<file path="config.mk">
export PLATFORM = sky130hd
export DESIGN_NAME = mac_seq
export DESIGN_NICKNAME = d
export VERILOG_FILES = /design/src/rtl/mac_seq.sv
export SDC_FILE = /design/constraint.sdc
export NUM_CORES = 1
export LEC_CHECK = 0
export CAP_MARGIN = 10
export CORE_UTILIZATION = 35
export DETAILED_ROUTE_END_ITERATION = 8
export GPL_TIMING_DRIVEN = 0
export PLACE_DENSITY = 0.51
export SLEW_MARGIN = 30
export SYNTH_ARGS = -nofsm -noshare
export SYNTH_HDL_FRONTEND = slang
export SYNTH_SLANG_ARGS = --single-unit
</file>
<file path="constraint.sdc">
create_clock -name clk_i -period 11.75 [get_ports clk_i]
set_input_delay 2.35 -clock clk_i [delete_from_list [all_inputs] [get_ports clk_i]]
set_output_delay 2.35 -clock clk_i [all_outputs]
set_load 0.01 [all_outputs]
</file>
<file path="src/rtl/mac_seq.sv">
// Operand sequencer and accumulator: walks a shared activation/weight address range,
// multiplies each returned pair, adds onto a bias and offers the sum on valid/ready.
module mac_seq #(
    parameter int N      = 16,
    parameter int LEN    = 784,
    parameter int ADDR_W = (LEN > 1) ? $clog2(LEN) : 1
) (
    input  logic              clk_i,
    input  logic              rst_ni,
    input  logic              start_i,
    input  logic [2*N-1:0]    bias_i,
    output logic              busy_o,
    output logic              rd_en_o,
    output logic [ADDR_W-1:0] addr_o,
    input  logic [N-1:0]      value_i,
    input  logic [N-1:0]      weight_i,
    output logic [2*N-1:0]    result_o,
    output logic              valid_o,
    input  logic              ready_i
);

    // Handshake: result_o is held stable while valid_o is high; the transfer
    // happens on the rising edge where valid_o && ready_i, then the block idles.

    typedef enum logic [1:0] {
        S_IDLE  = 2'd0,
        S_RUN   = 2'd1,
        S_DRAIN = 2'd2,
        S_OUT   = 2'd3
    } state_t;

    localparam logic [ADDR_W-1:0] LAST = ADDR_W'(LEN - 1);

    state_t            state_q, state_d;
    logic [ADDR_W-1:0] cnt_q, cnt_d;
    logic [2*N-1:0]    acc_q, acc_d;
    logic              pend_q, pend_d;
    logic [2*N-1:0]    prod;
    logic              start_acc;

    always_ff @(posedge clk_i or negedge rst_ni) begin
        if (!rst_ni) begin
            state_q <= S_IDLE;
        end else begin
            state_q <= state_d;
        end
    end

    always_comb begin
        state_d = state_q;
        case (state_q)
            S_IDLE:  if (start_i) state_d = S_RUN;
            S_RUN:   if (cnt_q == LAST) state_d = S_DRAIN;
            S_DRAIN: state_d = S_OUT;
            S_OUT:   if (ready_i) state_d = S_IDLE;
            default: state_d = S_IDLE;
        endcase
    end

    always_comb begin
        busy_o   = (state_q != S_IDLE);
        rd_en_o  = (state_q == S_RUN);
        addr_o   = rd_en_o ? cnt_q : '0;
        valid_o  = (state_q == S_OUT);
        result_o = valid_o ? acc_q : '0;
    end

    // Memory data arrives one cycle after its address, so pend marks that the
    // operands on value_i/weight_i this cycle belong to an issued read.
    assign prod      = {{N{1'b0}}, value_i} * {{N{1'b0}}, weight_i};
    assign start_acc = (state_q == S_IDLE) && start_i;

    always_comb begin
        cnt_d  = cnt_q;
        acc_d  = acc_q;
        pend_d = rd_en_o;
        if (start_acc) begin
            acc_d = bias_i;
            cnt_d = '0;
        end else if (pend_q) begin
            acc_d = acc_q + prod;
        end
        if (state_q == S_RUN) begin
            cnt_d = (cnt_q == LAST) ? '0 : cnt_q + ADDR_W'(1);
        end
    end

    always_ff @(posedge clk_i or negedge rst_ni) begin
        if (!rst_ni) begin
            cnt_q  <= '0;
            acc_q  <= '0;
            pend_q <= 1'b0;
        end else begin
            cnt_q  <= cnt_d;
            acc_q  <= acc_d;
            pend_q <= pend_d;
        end
    end

endmodule

</file>
==> run metrics, run 1 <==
status complete, no violations; pin count of the biggest net entering global routing 46; min cycle time layout 9.21 ns; initial antenna violation count 0; Worst Max-Slew Pin Slew 0.785 ns; Die H 186 µm; Post-CTS Hold Buffers 0; number of flops mapped to enable cells by yosys 0; syn nets 1,795; post-synth top area share 0.379; Die X 186 µm; Yosys warning count 0; global-route wire length before repair 55.6 mm; core area 33,400 µm²; GRT overflow 0; Cell Chain, Critical Path clkdlybuf4s50_1 > clkbuf_1 > nand2_1 > fa_1 > inv_1 > fa_1 > inv_1 > fa_1 > inv_1 > fa_1 > fa_1 > inv_1 > fa_1 > inv_1 > ha_1 > buf_2 > nand4_1 > nor2_1 > a2111oi_0 > o31a_1 > o21ai_0 > a31oi_1 > mux2i_1 > nand2_1; fraction of layout cells with a size suffix above 1 0.0132; Req. time, crit path 11.93 ns; maximum root-to-sink buffer count 2; first-pass detailed-route iteration total 5; CTS Root Cell clkbuf_16; Cell Area, Synth 11,900 µm²; most common cell in the netlist inv_1; CTS tree done; most frequent CP cell fa_1; kind of critical path in -> reg; dpl cells 1,957; crit path max-delay cell type clkdlybuf4s50_1; H-tree level count 2; Buf/Inv on CP 8; WP data arrival 9.39 ns; ys flop type dfrtp_1; min-delay src cnt_q[9]; fin crit share 0.784; Post-CTS Setup Repair Bufs 0; top post-synthesis cells by area fa_1, ha_1, inv_1; Worst slew margin 0.477; Setup crit end kind flop; Synth Register Bits 45; DR WL/cell 17.4 µm; Row Count 67; FFs w/ async S/R, synth 1.00; Peak Freq 109 MHz; worst r2r src acc_q[14]; Yosys top cell by area fa_1; setup TNS 0 ns; Layout Cells excl Fill 1,965; Die ar. 34,700 µm²; overall routing resource usage 0.212; final setup fails 0; # DRC 0; Placer Congestion 0.852; synthesized netlist cell count 1,397; WL final 34.1 mm; Detail Route Antenna Nets 0; max cap viols 0; Crit path max-delay family adder cells; sequential area share after synthesis 0.0948; worst hold-check path type reg -> reg; CTS Buf Count 5; Setup Skew 0.00880 ns; clk sinks 45; DR iter-0 viols 373; origin of the worst setup path weight_i[9]; RSZ-0062 raised after global routing no; routed via count 9,170; final hold vios 0; Total Nets Final 1,914; IO buf count 112; initial core utilization 0.355; Area growth syn-to-layout 15.5%; worst-path maximum fanout 10; HPWL Detailed 29.7 mm; vias in the first global route 9,727; delay of the slowest cell on the worst path 0.74 ns; Worst setup SP type input port; IO Pins 113; Clock transition at path regs 0.07 ns; Slew Viols, Final 0; antenna diode count 0; Commonest cells post-synth inv_1, fa_1, nand2_1, and2_1, ha_1; routed vias/inst 4.67; post-cts resize count 0; Yosys cell types 51; Clock Latency Late Sink 0.29 ns; mean post-synth cell area 8.50 µm²
==> final timing paths <==
path                                  end  slack, ns  cells past startpoint
worst min register to register   cnt_q[9]       0.53                      1
max in group asynchronous        acc_q[3]       9.27                      1
min in group asynchronous        cnt_q[9]       2.06                      1
worst max register to register  acc_q[31]       6.68                     18
worst min-delay path             cnt_q[9]       0.53                      1
worst max-delay path            acc_q[31]       2.54                     24
==> cells in the final DEF, fill, tap and decap left out, drive strengths merged, types with 6 or more instances in the layout <==
cell type | netlist | final
dfrtp | 45 | 45
nor2 | 43 | 43
buf | 5 | 6
clkbuf | 52 | 58
inv | 345 | 345
mux2i | 20 | 20
nor3b | 8 | 8
fa | 225 | 225
clkdlybuf4s50 | 0 | 111
o21ai | 60 | 60
nand4 | 8 | 8
nand2 | 188 | 188
xnor2 | 21 | 21
ha | 105 | 105
and2 | 143 | 143
a21o | 9 | 9
a21oi | 44 | 44
xor2 | 7 | 7
nand3 | 9 | 9
nor3 | 7 | 7
and3 | 6 | 6
==> logic make-up after synthesis <==
group | after synthesis | share of synthesized area
adder cells (fa/ha/maj) | 330 | 0.490
AO/OA/AOI/OAI | 149 | 0.0760
buffers and inverters | 402 | 0.127
XOR/XNOR | 28 | 0.0206
flip-flops | 45 | 0.0948
AND/OR/NAND/NOR | 421 | 0.172
multiplexers | 22 | 0.0191
==> through the flow <==
step                hold slack [ns]  worst slack [ns]  utilization  cell area [µm²]
CTS                           0.533              2.50        0.410            13700
global placement              0.507              2.21        0.405            13600
finish                        0.527              2.54        0.410            13700
detailed placement            0.518              2.23        0.405            13600
floorplan                     0.465              3.96            -            11900
global route                  0.571              2.24        0.410            13700
==> per-layer routing <==
layer / global-route usage / vias to the layer above / wire [µm]
li1: - / 4407 / -
met4: 0.0321 / 0 / 538
met5: 0 / - / 0
met2: 0.337 / 202 / 15200
met1: 0.317 / 4529 / 16900
met3: 0.0206 / 32 / 1440
==> registers in the layout, summed over array words and instances (netlist names) <==
register / flops
cnt_q: 10
pend_q: 1
state_q: 2
acc_q: 32
==> layout make-up <==
cell class	count	area [µm²]
Timing Repair Buffer	112	1120
Tap cell	448	561
Clock buffer	6	129
Buffer	57	218
Inverter	345	1290
Multi-Input combinational cell	950	9240
Fill cell	3466	19700
Clock inverter	2	38.8
Sequential cell	45	1130
Power of run 1 is not shown: default switching activity piles up to over one toggle a cycle in this logic, so the estimate is an artifact.
==> inputs of run 2 (changes only) <==
--- a/config.mk
+++ b/config.mk
@@ -9,7 +9,7 @@
 export CORE_UTILIZATION = 35
 export DETAILED_ROUTE_END_ITERATION = 8
 export GPL_TIMING_DRIVEN = 0
-export PLACE_DENSITY = 0.51
+export PLACE_DENSITY = 0.53
 export SLEW_MARGIN = 30
 export SYNTH_ARGS = -nofsm -noshare
 export SYNTH_HDL_FRONTEND = slang
==> constraint.sdc (replaced) <==
create_clock -name clk_i -period 7.4 [get_ports clk_i]
set_input_delay 1.48 -clock clk_i [delete_from_list [all_inputs] [get_ports clk_i]]
set_output_delay 1.48 -clock clk_i [all_outputs]
set_load 0.01 [all_outputs]
==> run metrics, run 2 (same netlist as run 1, synthesis figures left out) <==
status complete, no violations; Setup crit end kind flop; routed vias/inst 4.74 (+1.6%); DR iter-0 viols 556 (+49%); core area 33,400 µm² (unchanged); min cycle time layout 7.21 ns; final hold vios 0 (unchanged); max cap viols 0 (unchanged); initial core utilization 0.355 (unchanged); commonest non-fill, non-tap cell in the layout inv_1; filler instances 3,420 (-1.3%); clk sinks 45 (unchanged); Area growth syn-to-layout 17.3%; Buf/Inv on CP 8 (unchanged); IO Pins 113 (unchanged); delay of the slowest cell on the worst path 0.54 ns (-0.20 ns); vias in the first global route 9,636 (-0.94%); # DRC 0 (unchanged); Top Registers acc_q x32, cnt_q x10, state_q x2; worst-path maximum fanout 10 (unchanged); Worst setup SP type input port; Setup Skew 0.0119 ns (+0.00307 ns); HPWL Detailed 29.6 mm (-0.53%); Placer Congestion 0.896 (+5.2%); CTS Root Cell clkbuf_16; Clock transition at path regs 0.07 ns (about the same); crit path max-delay cell type fa_1; IO buf count 112 (unchanged); RSZ-0062 raised after global routing yes; Die ar. 34,700 µm² (unchanged); Peak Freq 139 MHz; maximum root-to-sink buffer count 2 (unchanged); Total Nets Final 1,915 (+0.052%); kind of critical path in -> reg; fin crit share 0.975; worst hold-check path type reg -> reg; placed cell areas 13,600 µm² (unchanged); WP data arrival 7.39 ns (-2.00 ns); max reg flops 32 (unchanged); Worst slew margin 0.455 (-0.0222); Req. time, crit path 7.57 ns (-4.36 ns); Die X 186 µm (unchanged); CTS Buf Count 5 (unchanged); Clock Latency Late Sink 0.30 ns (about the same); DR WL/cell 17.3 µm (-0.46%); Worst Max-Slew Pin Slew 0.818 ns (+0.0332 ns); routed via count 9,326 (+1.7%); H-tree level count 2 (unchanged); setup TNS 0 ns (unchanged); footprint of the multi-input gates 9330 µm² (+0.99%); CTS tree done; Reg area 1130 µm² (unchanged); fin area 13,900 µm² (+1.5%); WL final 34.0 mm (-0.41%); overall routing resource usage 0.209 (-0.00276); first-pass detailed-route iteration total 5 (unchanged); final setup fails 0 (unchanged); Die H 186 µm (unchanged); Post-CTS Hold Buffers 0 (unchanged); Cell Chain, Critical Path clkdlybuf4s15_2 > buf_8 > nand2_1 > fa_1 > inv_1 > fa_1 > inv_1 > fa_1 > inv_1 > fa_1 > fa_1 > inv_1 > fa_1 > inv_1 > ha_1 > clkbuf_4 > nand4_1 > nor2_2 > a2111oi_4 > o31a_1 > o21ai_1 > a31oi_1 > mux2i_1 > nand2_1; most frequent cells in the layout inv_1, fa_1, nand2_1; fraction of layout cells with a size suffix above 1 0.0580 (+0.0448); Row Count 67 (unchanged); Crit path max-delay family adder cells; pin count of the biggest net entering global routing 46 (unchanged); Detail Route Antenna Nets 0 (unchanged); antenna diode count 0 (unchanged); GRT overflow 0 (unchanged); initial antenna violation count 1 (+1); most frequent CP cell fa_1; global-route wire length before repair 54.9 mm (-1.1%); Slew Viols, Final 0 (unchanged); Reg with most FFs acc_q
-- run 2: changes by cell type in the layout (fill, tap and decap cells not counted), moves of 2 or more --
cell             before  now
buf_6                 0    4
clkdlybuf4s15_2       0    6
buf_4                 1   11
buf_8                 0    2
o21ai_1               4    6
buf_2                 3    8
clkbuf_1             53   19
clkbuf_8              0    8
clkbuf_4              0   12
o21ai_0              56   54
clkbuf_2              0   12
dlygate4sd2_1         0    4
clkdlybuf4s50_1     111   80
dlymetal6s2s_1        0    2
-- run 2: area by class of cell --
cell class,count,area share
Sequential cell,45,0.0808
Multi-Input combinational cell,950,0.670
Tap cell,448,0.0402
Clock inverter,2,0.00126
Timing Repair Buffer,116,0.0765
Inverter,345,0.0930
Buffer,54,0.0284
Clock buffer,6,0.00997
-- run 2: metrics by stage --
step	utilization	hold slack (ns)	cells	worst slack, ns
after detailed placement	0.405	0.518	1957	-1.34
final	0.416	0.522	1966	0.185
after floorplan	-	0.465	1397	0.477
after CTS	0.416	0.527	1963	0.00303
after global routing	0.416	0.561	1966	-0.0232
after global placement	0.405	0.509	1957	-1.28
-- run 2: path summary, 6_finish.rpt --
| check | from | endpoint | slack [ns] | cells past startpoint |
|---|---|---|---|---|
| worst min register to register | cnt_q[9] | cnt_q[9] | 0.52 | 1 |
| worst min-delay path | cnt_q[9] | cnt_q[9] | 0.52 | 1 |
| worst max register to register | acc_q[9] | acc_q[30] | 2.55 | 17 |
| min in group asynchronous | rst_ni | cnt_q[9] | 1.18 | 1 |
| max in group asynchronous | rst_ni | acc_q[19] | 5.78 | 1 |
| worst max-delay path | value_i[6] | acc_q[31] | 0.19 | 24 |
-- run 2: timing repair --
| action | 4_1_cts | 5_1_grt |
|---|---|---|
| setup endpoints to repair | 19 | 14 |
| pin swaps | 2 | 4 |
| resized for setup | 129 | 72 |
| buffers inserted | 0 | 4 |
-- run 2: layer usage --
metal	global-route usage	routed length, µm	vias up
li1	-	-	4408
met1	0.309	16400	4650
met2	0.328	15300	233
met3	0.0269	1680	35
met4	0.0420	654	0
met5	0	0	-
Power of run 2 is left out for the same reason.
